File: src/rtl/mp_add_pkg.sv
// Shared types and constants for the multi-precision adder sequencer.
package mp_add_pkg;

    localparam int BYTE_W    = 8;
    localparam int WORDS_MAX = 16;

    typedef enum logic [1:0] {
        IDLE,
        RUN,
        DONE
    } state_t;

endpackage

File: src/rtl/mp_add_seq_byte_csa.sv
// 8-bit carry-select adder slice: both carry-in results are formed up front
// and the incoming carry only drives the final mux.
module byte_csa
    import mp_add_pkg::*;
(
    input  logic [BYTE_W-1:0] a,
    input  logic [BYTE_W-1:0] b,
    input  logic              cin,
    output logic [BYTE_W-1:0] sum,
    output logic              cout
);

    logic [BYTE_W:0] sum_c0;
    logic [BYTE_W:0] sum_c1;

    always_comb begin
        sum_c0 = {1'b0, a} + {1'b0, b};
        sum_c1 = {1'b0, a} + {1'b0, b} + {{BYTE_W{1'b0}}, 1'b1};
        if (cin) begin
            {cout, sum} = sum_c1;
        end else begin
            {cout, sum} = sum_c0;
        end
    end

endmodule

File: src/rtl/mp_add_seq.sv
// Multi-precision adder sequencer: streams WORDS bytes LSB-first through one
// byte_csa slice. Define MP_ADD_SUB_EN to add the sub port (borrow-in subtract).
module mp_add_seq
    import mp_add_pkg::*;
#(
    parameter int WORDS = 4
) (
    input  logic                    clk,
    input  logic                    rst,
    input  logic                    in_valid,
    output logic                    in_ready,
    input  logic [BYTE_W*WORDS-1:0] a,
    input  logic [BYTE_W*WORDS-1:0] b,
    input  logic                    cin,
`ifdef MP_ADD_SUB_EN
    input  logic                    sub,
`endif
    output logic                    out_valid,
    input  logic                    out_ready,
    output logic [BYTE_W*WORDS-1:0] sum,
    output logic                    cout,
    output logic                    ovf,
    output logic                    busy
);

    localparam int W     = BYTE_W * WORDS;
    localparam int IDX_W = (WORDS > 1) ? $clog2(WORDS) : 1;
    localparam logic [IDX_W-1:0] LAST_IDX = IDX_W'(WORDS - 1);

    state_t           state_q, state_d;
    logic [W-1:0]     a_q, a_d;
    logic [W-1:0]     b_q, b_d;
    logic [W-1:0]     sum_q, sum_d;
    logic             carry_q, carry_d;
    logic [IDX_W-1:0] idx_q, idx_d;

    logic [W-1:0]      b_eff;
    logic              carry_init;
    logic [BYTE_W-1:0] a_byte;
    logic [BYTE_W-1:0] b_byte;
    logic [BYTE_W-1:0] slice_sum;
    logic              slice_cout;

`ifdef MP_ADD_SUB_EN
    always_comb begin
        b_eff      = sub ? ~b : b;
        carry_init = sub ? ~cin : cin;
    end
`else
    always_comb begin
        b_eff      = b;
        carry_init = cin;
    end
`endif

    always_comb begin
        a_byte = '0;
        b_byte = '0;
        for (int unsigned i = 0; i < WORDS; i++) begin
            if (idx_q == IDX_W'(i)) begin
                a_byte = a_q[i*BYTE_W +: BYTE_W];
                b_byte = b_q[i*BYTE_W +: BYTE_W];
            end
        end
    end

    byte_csa u_csa (
        .a    (a_byte),
        .b    (b_byte),
        .cin  (carry_q),
        .sum  (slice_sum),
        .cout (slice_cout)
    );

    always_comb begin
        state_d = state_q;
        a_d     = a_q;
        b_d     = b_q;
        sum_d   = sum_q;
        carry_d = carry_q;
        idx_d   = idx_q;
        unique case (state_q)
            IDLE: begin
                if (in_valid) begin
                    a_d     = a;
                    b_d     = b_eff;
                    carry_d = carry_init;
                    idx_d   = '0;
                    sum_d   = '0;
                    state_d = RUN;
                end
            end
            RUN: begin
                for (int unsigned i = 0; i < WORDS; i++) begin
                    if (idx_q == IDX_W'(i)) begin
                        sum_d[i*BYTE_W +: BYTE_W] = slice_sum;
                    end
                end
                carry_d = slice_cout;
                // Leaving for DONE wins over the increment, so idx never wraps.
                if (idx_q == LAST_IDX) begin
                    state_d = DONE;
                end else begin
                    idx_d = idx_q + 1'b1;
                end
            end
            DONE: begin
                if (out_ready) begin
                    state_d = IDLE;
                end
            end
            default: state_d = IDLE;
        endcase
    end

    always_ff @(posedge clk or posedge rst) begin
        if (rst) begin
            state_q <= IDLE;
            a_q     <= '0;
            b_q     <= '0;
            sum_q   <= '0;
            carry_q <= 1'b0;
            idx_q   <= '0;
        end else begin
            state_q <= state_d;
            a_q     <= a_d;
            b_q     <= b_d;
            sum_q   <= sum_d;
            carry_q <= carry_d;
            idx_q   <= idx_d;
        end
    end

    assign in_ready  = (state_q == IDLE);
    assign out_valid = (state_q == DONE);
    assign busy      = (state_q != IDLE);
    assign sum       = sum_q;
    assign cout      = carry_q;
    // b_q already holds b_eff, so this covers subtraction too.
    assign ovf       = a_q[W-1] ^ b_q[W-1] ^ sum_q[W-1] ^ carry_q;

endmodule

File: config.mk
export PLATFORM = sky130hd
export DESIGN_NAME = mp_add_seq
export DESIGN_NICKNAME = d
export VERILOG_FILES = /design/src/rtl/mp_add_pkg.sv /design/src/rtl/mp_add_seq_byte_csa.sv /design/src/rtl/mp_add_seq.sv
export SDC_FILE = /design/constraint.sdc
export NUM_CORES = 1
export LEC_CHECK = 0
export CORE_ASPECT_RATIO = 1.25
export CORE_MARGIN = 2
export CORE_UTILIZATION = 30
export DETAILED_ROUTE_END_ITERATION = 8
export PLACE_DENSITY_LB_ADDON = 0.25
export SLEW_MARGIN = 5
export SYNTH_ARGS = -nofsm -noshare
export SYNTH_HDL_FRONTEND = slang
export SYNTH_HIERARCHICAL = 1
export SYNTH_SLANG_ARGS = --single-unit
File: constraint.sdc
create_clock -name clk -period 4.4 [get_ports clk]
set_input_delay 0.44 -clock clk [delete_from_list [all_inputs] [get_ports clk]]
set_output_delay 0.44 -clock clk [all_outputs]
set_load 0.03 [all_outputs]
==> results.py, run 1 <==
metrics = {
    "status": {
        "status": "completed",
    },
    "detailed_routing": {
        "postRouteAntennaNets": 0,
        "drc": 0,
        "routed_wl_um": 13050,
        "firstDrtPassIters": 4,
        "via_per_inst": 4.773,
        "num_vias": 3742,
        "drt_iter0_drc": 194,
        "routedWlPerCell_um": 16.64,
    },
    "yosys": {
        "synthTopCellsByArea": "dfrtp_1 (47%), mux2_4 (17%), nand2_1 (5.4%)",
        "synth-edff-count": 0,
        "ys_ff_latch": 101,
        "ys_warn_count": 6,
        "synth_top_area_frac": 0.4745,
        "yosys.area.top_type": "dfrtp_1",
        "postSynthAreaPerCell_um2": 11.71,
        "ys.flop_type": "dfrtp_1",
        "syn_inst": 455,
        "ys_seq_area_frac": 0.4745,
        "syn_area_um2": 5326,
        "async_reset_ff_frac": 1.000,
        "synth_cell_types": 45,
        "syn_nets": 538,
    },
    "sta": {
        "slew_violations": 0,
        "finalSetupViolCount": 0,
        "final.min_clock_period_ps": 4052,
        "finalHoldViolations": 0,
        "timing_worst_slew_pin_value_ps": 988.5,
        "relSlewSlack": 0.3410,
        "skew_ps": 7.742,
        "period_share": 0.9208,
        "fin_setup_tns_ps": 0,
        "fmax_ghz": 0.2468,
        "rsz0062_at_grt": "no",
    },
    "global_routing": {
        "gr-total-overflow": 0,
        "grt_max_degree": 80,
        "grt_usage": 0.1435,
        "grt_pass1_vias": 3770,
        "grt_first_pass_wirelength_um": 20740,
        "antenna_found_initial": 0,
    },
    "cts": {
        "cts_resized": 0,
        "cts_buffer_depth": 2,
        "clkTransAtPathRegs_ps": 70,
        "clock_latency_ps": 350,
        "htreeDepth": 3,
        "cts_buffers": 9,
        "tritoncts": "done",
        "clockRootBuffer": "clkbuf_16",
        "cts_setup_buffers": 0,
        "cts_hold_buffers": 0,
        "cts_sinks": 101,
    },
    "critical_path": {
        "crit_path_start_kind": "flop",
        "cp_top_family": "simple AND/OR/NAND/NOR gates",
        "cp_num_buf_inv": 2,
        "cp_slowest_cell": "or4b_1",
        "worstPathMaxFanout": 12,
        "crit_top_cell": "ha_1",
        "worstPathArrival_ps": 4330,
        "max_stage_delay_ps": 520,
        "critPathRequiredTime_ps": 4680,
        "criticalPathCategory": "reg -> reg",
        "worst_setup_path_end_kind": "flop",
        "cp_cell_sequence": "inv_1, ha_1, nor2_1, buf_4, a21oi_1, ha_1, fa_1, a211oi_1, nor3b_1, or4b_1, and4bb_1, and4b_1, xnor2_1, nand3b_1, nand3_1",
    },
    "final_layout": {
        "fillerInstances": 1732,
        "syn_to_final_growth_pct": 27.95,
        "final_area_um2": 6815,
        "finalNetCount": 638,
        "antennaDiodeCount": 0,
        "drive_gt1_frac": 0.1625,
    },
    "placement": {
        "dpl_cell_area_um2": 6507,
        "gp_congestion": 0.8270,
        "numPortBuffers": 105,
        "dpl.hpwl_um": 9769,
    },
    "die": {
        "core_um2": 17430,
        "pin_count": 106,
        "die_y_um": 153.0,
        "dieArea_um2": 18840,
        "start_util": 0.3056,
        "fp.dieW_um": 123.2,
        "rows": 54,
    },
    "worst_hold_path": {
        "min_path_type": "reg -> reg",
    },
    "job": {
        "cap_violations": 0,
    },
}
## stage by stage
| stage | setup slack [ps] | utilization | std cells | hold WS, ps |
|---|---|---|---|---|
| final | 348.4 | 0.3910 | 784 | 503.2 |
| after global routing | 8.549 | 0.3910 | 784 | 518.5 |
| after CTS | 316.3 | 0.3910 | 784 | 503.5 |
| after detailed placement | 334.1 | 0.3733 | 768 | 486.5 |
| after global placement | 529.3 | 0.3733 | 768 | 478.8 |
| after floorplan | 699.5 | - | 455 | 458.8 |
## metal layers
metal  track usage  part of all wire  vias to the layer above  wire [um]
met5             0                 0                        -          0
met4       0.04924             0.013                        0        171
met3       0.02164             0.032                        9        418
met2        0.2370              0.50                       77       6475
met1        0.1899              0.46                     1832       5981
li1              -                 -                     1824          -
## layout by cell type (no fill, tap or decap), types with 2 or more instances in the layout
master           Yosys  final
inv_1               15     14
clkbuf_16            0      9
a21oi_1             16     16
o22ai_1              8      8
clkdlybuf4s50_1      0    105
dfrtp_1            101    101
nand3b_1             3      3
a22oi_1             15     15
nor2b_1              5      5
o21bai_1             2      2
nand2b_1             9      9
inv_6                0      2
a221oi_1             7      7
nand2_1             77     77
o21ai_1              3      3
ha_1                13     13
mux2_4              60     60
nand4_1              2      2
xnor2_1              8      8
o21ai_0              2      2
nor3_1               5      5
nor3b_1              8      8
buf_4                0      8
o211ai_1            33     33
nor2_1               7      7
nand3_1              5      5
xor2_1               7      7
mux2_1               4      4
## worst reg2reg max path, stage by stage, from the launching register on
cell and delay, ps:
dfrtp_1 440, inv_1 100, ha_1 330, nor2_1 380
buf_4 250, a21oi_1 80, ha_1 210, fa_1 430
a211oi_1 330, nor3b_1 130, or4b_1 520, and4bb_1 300
and4b_1 210, xnor2_1 120, nand3b_1 90, nand3_1 80
## cell families (layout without fill, tap and decap cells)
kind of cell / Yosys count / in the layout / synth area share
AOI/OAI and AO/OA: 92 / 92 / 0.1207
xor gates and xnor gates: 15 / 15 / 0.02467
adders and majority gates: 14 / 14 / 0.03430
buffers and inverters: 40 / 145 / 0.05121
DFF: 101 / 101 / 0.4745
muxes: 65 / 65 / 0.1797
and+or+nand+nor: 128 / 128 / 0.1149
## registers in the layout, indices dropped and copies added, names as in the netlist
signal / count
state_q: 2
idx_q: 2
a_q: 32
cout: 1
b_q: 32
sum: 32
## synthesized netlist by cell type, drive strengths merged, types with 2 or more instances
cell / number
a221oi: 7
dfrtp: 101
o21ai: 5
buf: 22
xor2: 7
nand2: 77
o21bai: 3
nand3b: 3
a22oi: 15
ha: 13
nor2: 8
a21oi: 16
clkbuf: 2
o211ai: 33
nand2b: 9
nor2b: 5
nor3: 5
nor3b: 8
inv: 16
mux2: 65
xnor2: 8
nand3: 5
o22ai: 8
nand4: 2
## cell type report
| cell class | count | area [um2] | area share |
|---|---|---|---|
| clock buffers | 10 | 239.0 | 0.03507 |
| clock inverters | 6 | 68.82 | 0.01010 |
| inverters | 16 | 62.56 | 0.009179 |
| multi-input cells | 314 | 2526 | 0.3707 |
| flip-flops and latches | 101 | 2527 | 0.3708 |
| well taps | 224 | 280.3 | 0.04112 |
| repair buffers | 113 | 1111 | 0.1630 |
## final timing paths
path                       slack, ps      from      end  cells after the start
max                              350  idx_q[0]     cout                     15
min                              500    a_q[8]   a_q[8]                      1
max reg2reg                      350  idx_q[0]     cout                     15
min reg2reg                      500    a_q[8]   a_q[8]                      1
max in group asynchronous       2850       rst  a_q[14]                      3
min in group asynchronous        660       rst   sum[9]                      2
Power of run 1 is not shown: default switching activity piles up to over one toggle a cycle in this logic, so the estimate is an artifact.
==> run 2, diff against run 1 <==
--- a/config.mk
+++ b/config.mk
@@ -9,6 +9,7 @@
 export CORE_MARGIN = 2
 export CORE_UTILIZATION = 30
 export DETAILED_ROUTE_END_ITERATION = 8
+export MAX_ROUTING_LAYER = met4
 export PLACE_DENSITY_LB_ADDON = 0.25
 export SLEW_MARGIN = 5
 export SYNTH_ARGS = -nofsm -noshare
==> constraint.sdc (replaced) <==
create_clock -name clk -period 4.84 [get_ports clk]
set_input_delay 0.484 -clock clk [delete_from_list [all_inputs] [get_ports clk]]
set_output_delay 0.484 -clock clk [all_outputs]
set_load 0.03 [all_outputs]
==> run 2 against run 1 <==
Net effect:
- worst hold slack lost 12 ps
- sequential share of layout area is 0.12 points higher
- register-to-register slack better by 300 ps
- clock skew about the same
- core utilization fell by 0.12 points
- non-clock buffer count fell by 3
- critical endpoint unchanged
==> results.py, run 2 (synthesis gave the netlist of run 1 again) <==
metrics = {
    "status": {
        "status": "completed",
    },
    "sta": {
        "period_share": 0.8663,
        "timing_worst_slew_pin_value_ps": 923.9,
        "fin_setup_tns_ps": 0,
        "fmax_ghz": 0.2385,
        "final.min_clock_period_ps": 4193,
        "rsz0062_at_grt": "no",
        "slew_violations": 0,
        "finalHoldViolations": 0,
        "relSlewSlack": 0.3840,
        "skew_ps": 7.679,
        "finalSetupViolCount": 0,
    },
    "cts": {
        "htreeDepth": 3,
        "clockRootBuffer": "clkbuf_16",
        "cts_hold_buffers": 0,
        "cts_buffers": 9,
        "cts_resized": 0,
        "cts_sinks": 101,
        "cts_buffer_depth": 2,
        "clock_latency_ps": 350,
        "tritoncts": "done",
        "cts_setup_buffers": 0,
        "clkTransAtPathRegs_ps": 70,
    },
    "global_routing": {
        "grt_max_degree": 76,
        "gr-total-overflow": 0,
        "antenna_found_initial": 0,
        "grt_usage": 0.1512,
        "grt_first_pass_wirelength_um": 21420,
        "grt_pass1_vias": 3890,
    },
    "critical_path": {
        "worst_setup_path_end_kind": "flop",
        "startpoint": "idx_q[0]",
        "critPathRequiredTime_ps": 5120,
        "criticalPathCategory": "reg -> reg",
        "crit_path_start_kind": "flop",
        "worstReg2RegStart": "idx_q[0]",
        "worstPathArrival_ps": 4470,
        "worstPathMaxFanout": 22,
    },
    "final_layout": {
        "antennaDiodeCount": 0,
        "layout_commonest_cell": "clkdlybuf4s50_1",
        "finalNetCount": 635,
        "final_cell_mix": "clkdlybuf4s50_1 (105), dfrtp_1 (101), nand2_1 (77), mux2_4 (60), o211ai_1 (33)",
        "multiInputGateArea_um2": 2526,
        "seq_area_um2": 2527,
        "drive_gt1_frac": 0.1580,
        "final_cell_count_no_fill": 781,
        "fillerInstances": 1725,
        "fin_util": 0.3898,
        "syn_to_final_growth_pct": 27.55,
    },
    "job": {
        "cap_violations": 0,
    },
    "die": {
        "pin_count": 106,
        "core_um2": 17430,
        "rows": 54,
        "start_util": 0.3056,
        "fp.dieW_um": 123.2,
        "die_y_um": 153.0,
        "dieArea_um2": 18840,
    },
    "detailed_routing": {
        "postRouteAntennaNets": 0,
        "drc": 0,
        "firstDrtPassIters": 4,
        "num_vias": 3774,
        "routedWlPerCell_um": 16.91,
        "routed_wl_um": 13210,
        "via_per_inst": 4.832,
        "drt_iter0_drc": 281,
    },
    "worst_hold_path": {
        "min_path_type": "reg -> reg",
        "worstHoldStart": "a_q[7]",
    },
    "placement": {
        "dp.cells": 765,
        "numPortBuffers": 105,
        "dpl.hpwl_um": 9776,
        "gp_congestion": 0.8061,
    },
}
==> run 2: routing by layer <==
metal  part of all wire  vias to the layer above  GRT usage
li1                   -                     1814          -
met1               0.45                     1830     0.1972
met2               0.49                      114     0.2391
met3              0.044                       16    0.02649
met4              0.017                        0    0.04491
met5                  0                        -          -
==> run 2: worst max-delay path, stage by stage (launching register included) <==
cell,delay (ps)
dfrtp_1,440
ha_1,470
nor2_1,380
buf_4,240
a221oi_1,120
ha_1,280
fa_1,430
a211oi_1,330
nor3b_1,130
or4b_1,500
and4bb_1,310
and4b_1,210
xnor2_1,120
nand3b_1,90
nand3_1,90
==> run 2: cell type report <==
type,count,area share
clock buffers,10,0.03517
clock inverters,6,0.01031
inverters,16,0.009208
multi-input cells,314,0.3718
flip-flops and latches,101,0.3720
well taps,224,0.04125
repair buffers,110,0.1602
==> run 2: worst paths after layout <==
check	slack [ps]	endpoint	depth (start not counted)
max reg2reg	650	cout	14
max	650	cout	14
min	490	a_q[7]	1
min in group asynchronous	700	sum[9]	2
max in group asynchronous	3240	b_q[7]	3
min reg2reg	490	a_q[7]	1
==> run 2: metrics by stage <==
step | worst slack, ps | hold WS (ps) | instance area (um2)
after floorplan | 1140 | 458.8 | 5326
after global placement | 809.0 | 477.9 | 6485
after detailed placement | 688.5 | 482.4 | 6485
after CTS | 643.9 | 498.0 | 6794
after global routing | 336.4 | 528.3 | 6794
final | 646.9 | 491.0 | 6794
Power of run 2 is left out for the same reason.
